`config.mk`:
```
export PLATFORM = sky130hd
export DESIGN_NAME = nibble_serializer
export DESIGN_NICKNAME = d
export VERILOG_FILES = /design/src/rtl/nibble_serializer.sv
export SDC_FILE = /design/constraint.sdc
export NUM_CORES = 1
export LEC_CHECK = 0
export CORE_AREA = 2 2 39 41
export CTS_CLUSTER_SIZE = 10
export DETAILED_ROUTE_END_ITERATION = 8
export DIE_AREA = 0 0 41 43
export GPL_TIMING_DRIVEN = 0
export PLACE_DENSITY_LB_ADDON = 0.08
export SYNTH_ARGS = -nofsm -noshare
export SYNTH_HDL_FRONTEND = slang
export SYNTH_SLANG_ARGS = --single-unit
export TNS_END_PERCENT = 100
```
`constraint.sdc`:
```
create_clock -name i_CLK -period 1.35 [get_ports i_CLK]
set_input_delay 0.2025 -clock i_CLK [delete_from_list [all_inputs] [get_ports i_CLK]]
set_output_delay 0.2025 -clock i_CLK [all_outputs]
set_load 0.02 [all_outputs]
```
`src/rtl/nibble_serializer.sv`:
```
// Serializes a 4-bit word, LSB first, onto one registered line feeding a
// downstream SIPO register; flags the cycle the downstream holds the whole word.
module nibble_serializer #(
    parameter int   GAP_CYCLES = 0,
    parameter logic IDLE_BIT   = 1'b0
) (
    input  logic       i_CLK,
    input  logic       i_RST,
    input  logic [3:0] i_DATA,
    input  logic       i_VALID,
    output logic       o_READY,
    output logic       o_D,
    output logic       o_BUSY,
    output logic       o_WORD_DONE
);

    typedef enum logic [1:0] {
        ST_IDLE  = 2'd0,
        ST_SHIFT = 2'd1,
        ST_GAP   = 2'd2
    } state_t;

    localparam logic       HAS_GAP  = (GAP_CYCLES > 0);
    localparam logic [3:0] GAP_LOAD = (GAP_CYCLES > 0) ? 4'(GAP_CYCLES - 1) : 4'd0;

    state_t     state_r;
    state_t     state_nxt_s;
    logic [3:0] hold_r;
    logic [3:0] hold_nxt_s;
    logic [1:0] idx_r;
    logic [1:0] idx_nxt_s;
    logic [3:0] gcnt_r;
    logic [3:0] gcnt_nxt_s;
    logic       d_nxt_s;
    logic       done_nxt_s;
    logic       last_bit_s;
    logic       ready_s;
    logic       accept_s;

    // Ready decode. The final slot of a word (last bit with no gap, else the
    // final gap cycle) also accepts, so the idle run on o_D is exactly GAP_CYCLES.
    always_comb begin
        last_bit_s = 1'b0;
        ready_s    = 1'b0;
        if ((state_r == ST_SHIFT) && (idx_r == 2'd0)) begin
            last_bit_s = 1'b1;
        end else begin
            last_bit_s = 1'b0;
        end
        if (i_RST) begin
            ready_s = 1'b0;
        end else begin
            case (state_r)
                ST_IDLE:  ready_s = 1'b1;
                ST_SHIFT: ready_s = last_bit_s & ~HAS_GAP;
                ST_GAP:   ready_s = (gcnt_r == 4'd0);
                default:  ready_s = 1'b0;
            endcase
        end
    end

    assign accept_s    = i_VALID & ready_s;
    assign o_READY     = ready_s;
    assign o_BUSY      = (state_r != ST_IDLE);

    // Next-state and next-output decode; an accept overrides whatever the state would do.
    always_comb begin
        state_nxt_s = state_r;
        hold_nxt_s  = hold_r;
        idx_nxt_s   = idx_r;
        gcnt_nxt_s  = gcnt_r;
        d_nxt_s     = o_D;
        done_nxt_s  = 1'b0;
        if (accept_s) begin
            state_nxt_s = ST_SHIFT;
            hold_nxt_s  = i_DATA;
            idx_nxt_s   = 2'd1;
            d_nxt_s     = i_DATA[0];
            done_nxt_s  = last_bit_s;
        end else begin
            case (state_r)
                ST_IDLE: begin
                    d_nxt_s = IDLE_BIT;
                end
                ST_SHIFT: begin
                    if (last_bit_s) begin
                        done_nxt_s = 1'b1;
                        d_nxt_s    = IDLE_BIT;
                        idx_nxt_s  = 2'd0;
                        if (HAS_GAP) begin
                            state_nxt_s = ST_GAP;
                            gcnt_nxt_s  = GAP_LOAD;
                        end else begin
                            state_nxt_s = ST_IDLE;
                        end
                    end else begin
                        d_nxt_s   = hold_r[idx_r];
                        idx_nxt_s = idx_r + 2'd1;
                    end
                end
                ST_GAP: begin
                    d_nxt_s = IDLE_BIT;
                    if (gcnt_r == 4'd0) begin
                        state_nxt_s = ST_IDLE;
                    end else begin
                        gcnt_nxt_s = gcnt_r - 4'd1;
                    end
                end
                default: begin
                    state_nxt_s = ST_IDLE;
                    d_nxt_s     = IDLE_BIT;
                end
            endcase
        end
    end

    // State and registered outputs; reset discards any word in flight.
    always_ff @(posedge i_CLK) begin
        if (i_RST) begin
            state_r     <= ST_IDLE;
            hold_r      <= 4'd0;
            idx_r       <= 2'd0;
            gcnt_r      <= 4'd0;
            o_D         <= IDLE_BIT;
            o_WORD_DONE <= 1'b0;
        end else begin
            state_r     <= state_nxt_s;
            hold_r      <= hold_nxt_s;
            idx_r       <= idx_nxt_s;
            gcnt_r      <= gcnt_nxt_s;
            o_D         <= d_nxt_s;
            o_WORD_DONE <= done_nxt_s;
        end
    end

endmodule
```
---- Yosys cells after proc, flatten, opt, wreduce, memory -nomap -nowiden ----
Index checks and enable logic that the tools add are counted.
word-level totals
  output and inout port bits .............. 4
  bits of input ports ..................... 7
  logic and storage cells ................. 50
  register bits ........................... 14
operators by class
  eq/ne operators ......................... 7
  magnitude comparators ................... 1
  reduce and logical (&&, ||, !) cells .... 10
  bitwise logic cells ..................... 4
  mux-type cells .......................... 18
  $add $sub $neg .......................... 2
operator list
  cell                   number
  $mux W1                12
  $reduce_and A3 Y1      3
  $mux W2                3
  $ne A2 B2 Y1 const B   3
  $ne A3 B3 Y1 const B   2
  $pmux W2 S3            1
  $logic_not A2 Y1       2
  $logic_not A4 Y1       1
  $reduce_bool A2 Y1     2
  $sub A4 B1 Y4 const B  1
  $lt A2 B3 Y1 const B   1
  $not A1 Y1             3
  $pmux W1 S3            1
  $add A2 B1 Y2 const B  1
  $bmux W1 S2            1
  $eq A2 B1 Y1 const B   1
  $eq A2 B2 Y1 const B   1
  $reduce_or A2 Y1       1
  $and A1 B1 Y1          1
  $logic_and A1 B1 Y1    1

---- Longest topological paths before layout ----
Gate-level depths: netlist of run 1.
  word-level depth ........................ 8
  mapped depth ............................ 5
  depth with buffers taken out ............ 5

---- Worst setup path after synthesis of run 1 ----
OpenSTA, ideal clock, no wires.
  kind .................................... register to register
  start point ............................. register idx_r[0]
  end point ............................... register hold_r[0]
  clock period less this slack ............ 1.381 ns
  arrival ................................. 1.260 ns
  data required time ...................... 1.229 ns
  path buffers ............................ 0
  cell stages (with the launch flop) ...... 6
  library setup time ...................... 0.121 ns
  path slack .............................. -0.031 ns
  cells stage by stage .................... dfxtp_1 > inv_1 > ha_1 > nor2b_4 > nor3b_4 > mux2_2
on the way
  cells in the longest elaborated chain, start to end .. 6
ends and longest elaborated chain
  what                    line  text
  start, declared         30    logic [1:0] idx_r;
  start signal, assigned  129   idx_r <= idx_nxt_s;
  $logic_not A2 Y1        45    if ((state_r == ST_SHIFT) && (idx_r == 2'd0)) begin
  $logic_and A1 B1 Y1     45
  $mux W1                 45
  $pmux W1 S3             53    case (state_r)
  $mux W1                 50    if (i_RST) begin
  $and A1 B1 Y1           62    assign accept_s = i_VALID & ready_s;
  end signal, assigned    128   hold_r <= hold_nxt_s;
  end, declared           28    logic [3:0] hold_r;
Every way passes these cells.
A chain may end at the register's enable or synchronous reset.

---- Final worst setup path of run 1 ----
Same ends and word-level chain as after synthesis.

==> results of run 1 <==
registers in the layout, summed over array words and instances, names as in the netlist:
register / cells
hold_r: 4
idx_r: 2
o_D: 1
o_WORD_DONE: 1
state_r: 1
cells in the mapped netlist, drive strengths merged:
library cell and n:
dfxtp 9, nor2b 5, mux2 4, inv 3, nor2 3, nand2 2
a21oi 1, a32o 1, and3 1, buf 1, ha 1, mux2i 1
mux4 1, nor3 1, nor3b 1, o31ai 1
power by group through the flow:
stage | Combinational (W) | Sequential, W | Clock, W
final | 0.000164 | 0.000297 | 0.000212
after global routing | 0.000176 | 0.000300 | 0.000238
after CTS | 0.000149 | 0.000297 | 0.000222
after detailed placement | 0.000123 | 0.000305 | 0
after global placement | 0.000120 | 0.000304 | 0
after floorplan | 0.0000769 | 0.000308 | 0
layout make-up:
type	instances	area, um2
well taps	16	20.0
fillers	136	733
clock buffers	4	26.3
flip-flops and latches	9	183
multi-input cells	23	241
plain buffers	1	5.00
repair buffers	18	164
inverters	3	11.3
through the flow:
step           instances  power [W]  hold slack [ns]
2_1_floorplan         36   0.000385            0.323
3_3_place_gp          61   0.000424            0.520
3_5_place_dp          61   0.000429            0.536
4_1_cts               73   0.000668            0.258
5_1_grt               74   0.000714            0.255
6_report              74   0.000672            0.259
routing by layer:
layer  track usage [%]  vias up  share of wire (%)
met1              15.6      153                 39
met2              18.8        8                 54
met4              10.0        0               0.70
met5                 0        -                  0
met3              3.14        2                5.4
li1                  -      167                  -
cell families after synthesis:
group,count (synthesis)
simple gates,13
fa+ha+maj,1
flops,9
buf+inv,4
mux,6
compound gates,3
path summary, 6_finish.rpt:
path                           start                 endpoint  slack (ns)
max reg2reg    idx_r[0]$_SDFFE_PP0P_   hold_r[0]$_SDFFE_PP0P_       -0.08
min                            i_RST  state_r[0]$_SDFFE_PP0P_        0.26
min reg2reg  state_r[0]$_SDFFE_PP0P_   o_WORD_DONE$_SDFF_PP0_        0.57
max            idx_r[0]$_SDFFE_PP0P_   hold_r[0]$_SDFFE_PP0P_       -0.08
worst register-to-register path, cell delays in order (launching register included):
cell and delay [ns]:
dfxtp_2 0.33, inv_2 0.06, ha_4 0.14, nor2b_4 0.04, buf_6 0.11, nor3b_4 0.21, buf_6 0.14, mux2_4 0.29
what timing repair did:
item,in CTS,in global routing
gates resized for setup,11,3
setup endpoints to repair,8,6
pin swaps,2,1
setup buffers,8,1
==> impl_metrics.py, run 1 <==
metrics = {
    "cells_and_area": {
        "area_growth_pct": 64.0,
        "final_cell_mix": "dfxtp_1, clkdlybuf4s50_1, buf_4",
        "mostFrequentLayoutCell": "dfxtp_1",
        "diodes": 0,
        "drive_gt1_share_pct": 46.6,
        "postLayoutCellArea_um2": 651,
        "final_core_util_pct": 47.0,
        "nNetsFinal": 67,
    },
    "critical_path": {
        "endpoint_kind": "flip-flop",
        "rr_worst_depth": 7,
        "cp.arrival_ns": 1.58,
        "critPathSlowestCell": "dfxtp_2",
        "worstPathRequired_ns": 1.50,
        "path_buf_inv": 3,
        "slowest_delay_ns": 0.33,
        "path_cells": "inv_2, ha_4, nor2b_4, buf_6, nor3b_4, buf_6, mux2_4",
        "cp_common_cell": "buf_6",
        "critPathLaunchType": "flip-flop",
        "critPathMaxFanout": 3,
        "cp.depth": 7,
        "crit_family": "flip-flops",
        "crit_type": "reg2reg",
    },
    "timing": {
        "rsz0062_at_grt": "yes",
        "setup_viol": 4,
        "finalSetupTns_ns": -0.300,
        "slew_viol_final": 0,
        "fin_skew_ns": 0.00123,
        "final.setup.worst_slack_ns": -0.0763,
        "slew_headroom_pct": 85.4,
        "clock.fmax_ghz": 0.701,
        "hold_viol": 0,
        "finalCritPeriodShare_pct": 106,
        "period_needed_ns": 1.43,
        "tightestPinTransition_ns": 0.220,
    },
    "grt": {
        "antenna_found_initial": 0,
        "grt_use_total_pct": 13.0,
        "grt_pass1_wl_um": 1450,
        "grt_max_degree": 11,
        "grt_pass1_vias": 334,
        "overflow": 0,
    },
    "min_path": {
        "whs_path_depth": 2,
        "hold_class": "in2reg",
    },
    "placement": {
        "dp_worst_setup_slack_ns": -0.272,
        "dp_hpwl_um": 560,
        "post_dp_cell_area_um2": 536,
        "io_buffers": 9,
        "place.gp.congestion": 0.628,
    },
    "pwr": {
        "p_comb_share_pct": 24.3,
        "pwr-share-clk_pct": 31.5,
        "p_seq_share_pct": 44.1,
        "leakage_nw": 0.288,
        "ir_drop_v": 0.000381,
        "swShare_pct": 25.6,
        "power_density_nw_per_um2": 1030,
        "p_switching_w": 0.000172,
        "p_int_w": 0.000500,
    },
    "route": {
        "ant_nets": 0,
        "drt-pass1-iter-count": 2,
        "vias": 330,
        "viasPerCell": 4.46,
        "drt_iter0_drc": 4,
        "wl_per_cell_um": 11.5,
        "wirelength_um": 854,
        "drc": 0,
    },
    "synthesis": {
        "synth_mux_area_share_pct": 19.6,
        "yosys-top-cells-area": "dfxtp_1, mux2_2, nor2b_1",
        "synth-compound-area-share_pct": 5.68,
        "yosysUniqueCellTypes": 17,
        "synth-simple-area-share_pct": 22.1,
        "synth.largest_area_cell": "dfxtp_1",
        "yosys.area_share.adder_pct": 3.15,
        "synth_cells": 36,
        "avgSynthCellArea_um2": 11.0,
        "syn_area_um2": 397,
        "synthXorXnorAreaFrac_pct": 0,
        "synth-seq-area-share_pct": 45.4,
        "synth_top_family_by_area": "simple AND/OR/NAND/NOR gates",
        "netlist.area_leader.share_pct": 45.4,
        "syn_nets": 44,
        "ys_ff_latch": 9,
        "yosysWarningCount": 0,
    },
    "clock_tree": {
        "insertion_delay_ns": 0.26,
        "cts.sinks": 9,
        "numCtsBuffers": 3,
        "clk_pin_slew_worst_paths_ns": 0.06,
        "root_buffer": "clkbuf_4",
        "cts_max_level": 1,
        "cts_tree": "done",
        "cts_buffer_depth": 2,
        "holdBufCountCts": 0,
    },
    "flow_run": {
        "maxCapViolations": 0,
    },
    "floorplan": {
        "start_util_pct": 28.7,
        "die_x_um": 41,
        "die_y_um": 43,
        "design.die.area_um2": 1760,
        "fp.coreArea_um2": 1380,
        "io_pins": 11,
        "fp-row-count": 14,
    },
    "status": {
        "status": "complete, but fails checks",
        "violations": "negative setup slack",
    },
}
Power figures use the tool's default switching activity.
==> run 2, diff against run 1 <==
- HOLD_SLACK_MARGIN: unset -> 0.08
==> results of run 2 <==
The final DEF is identical to that of run 1; final timing and power are the same.
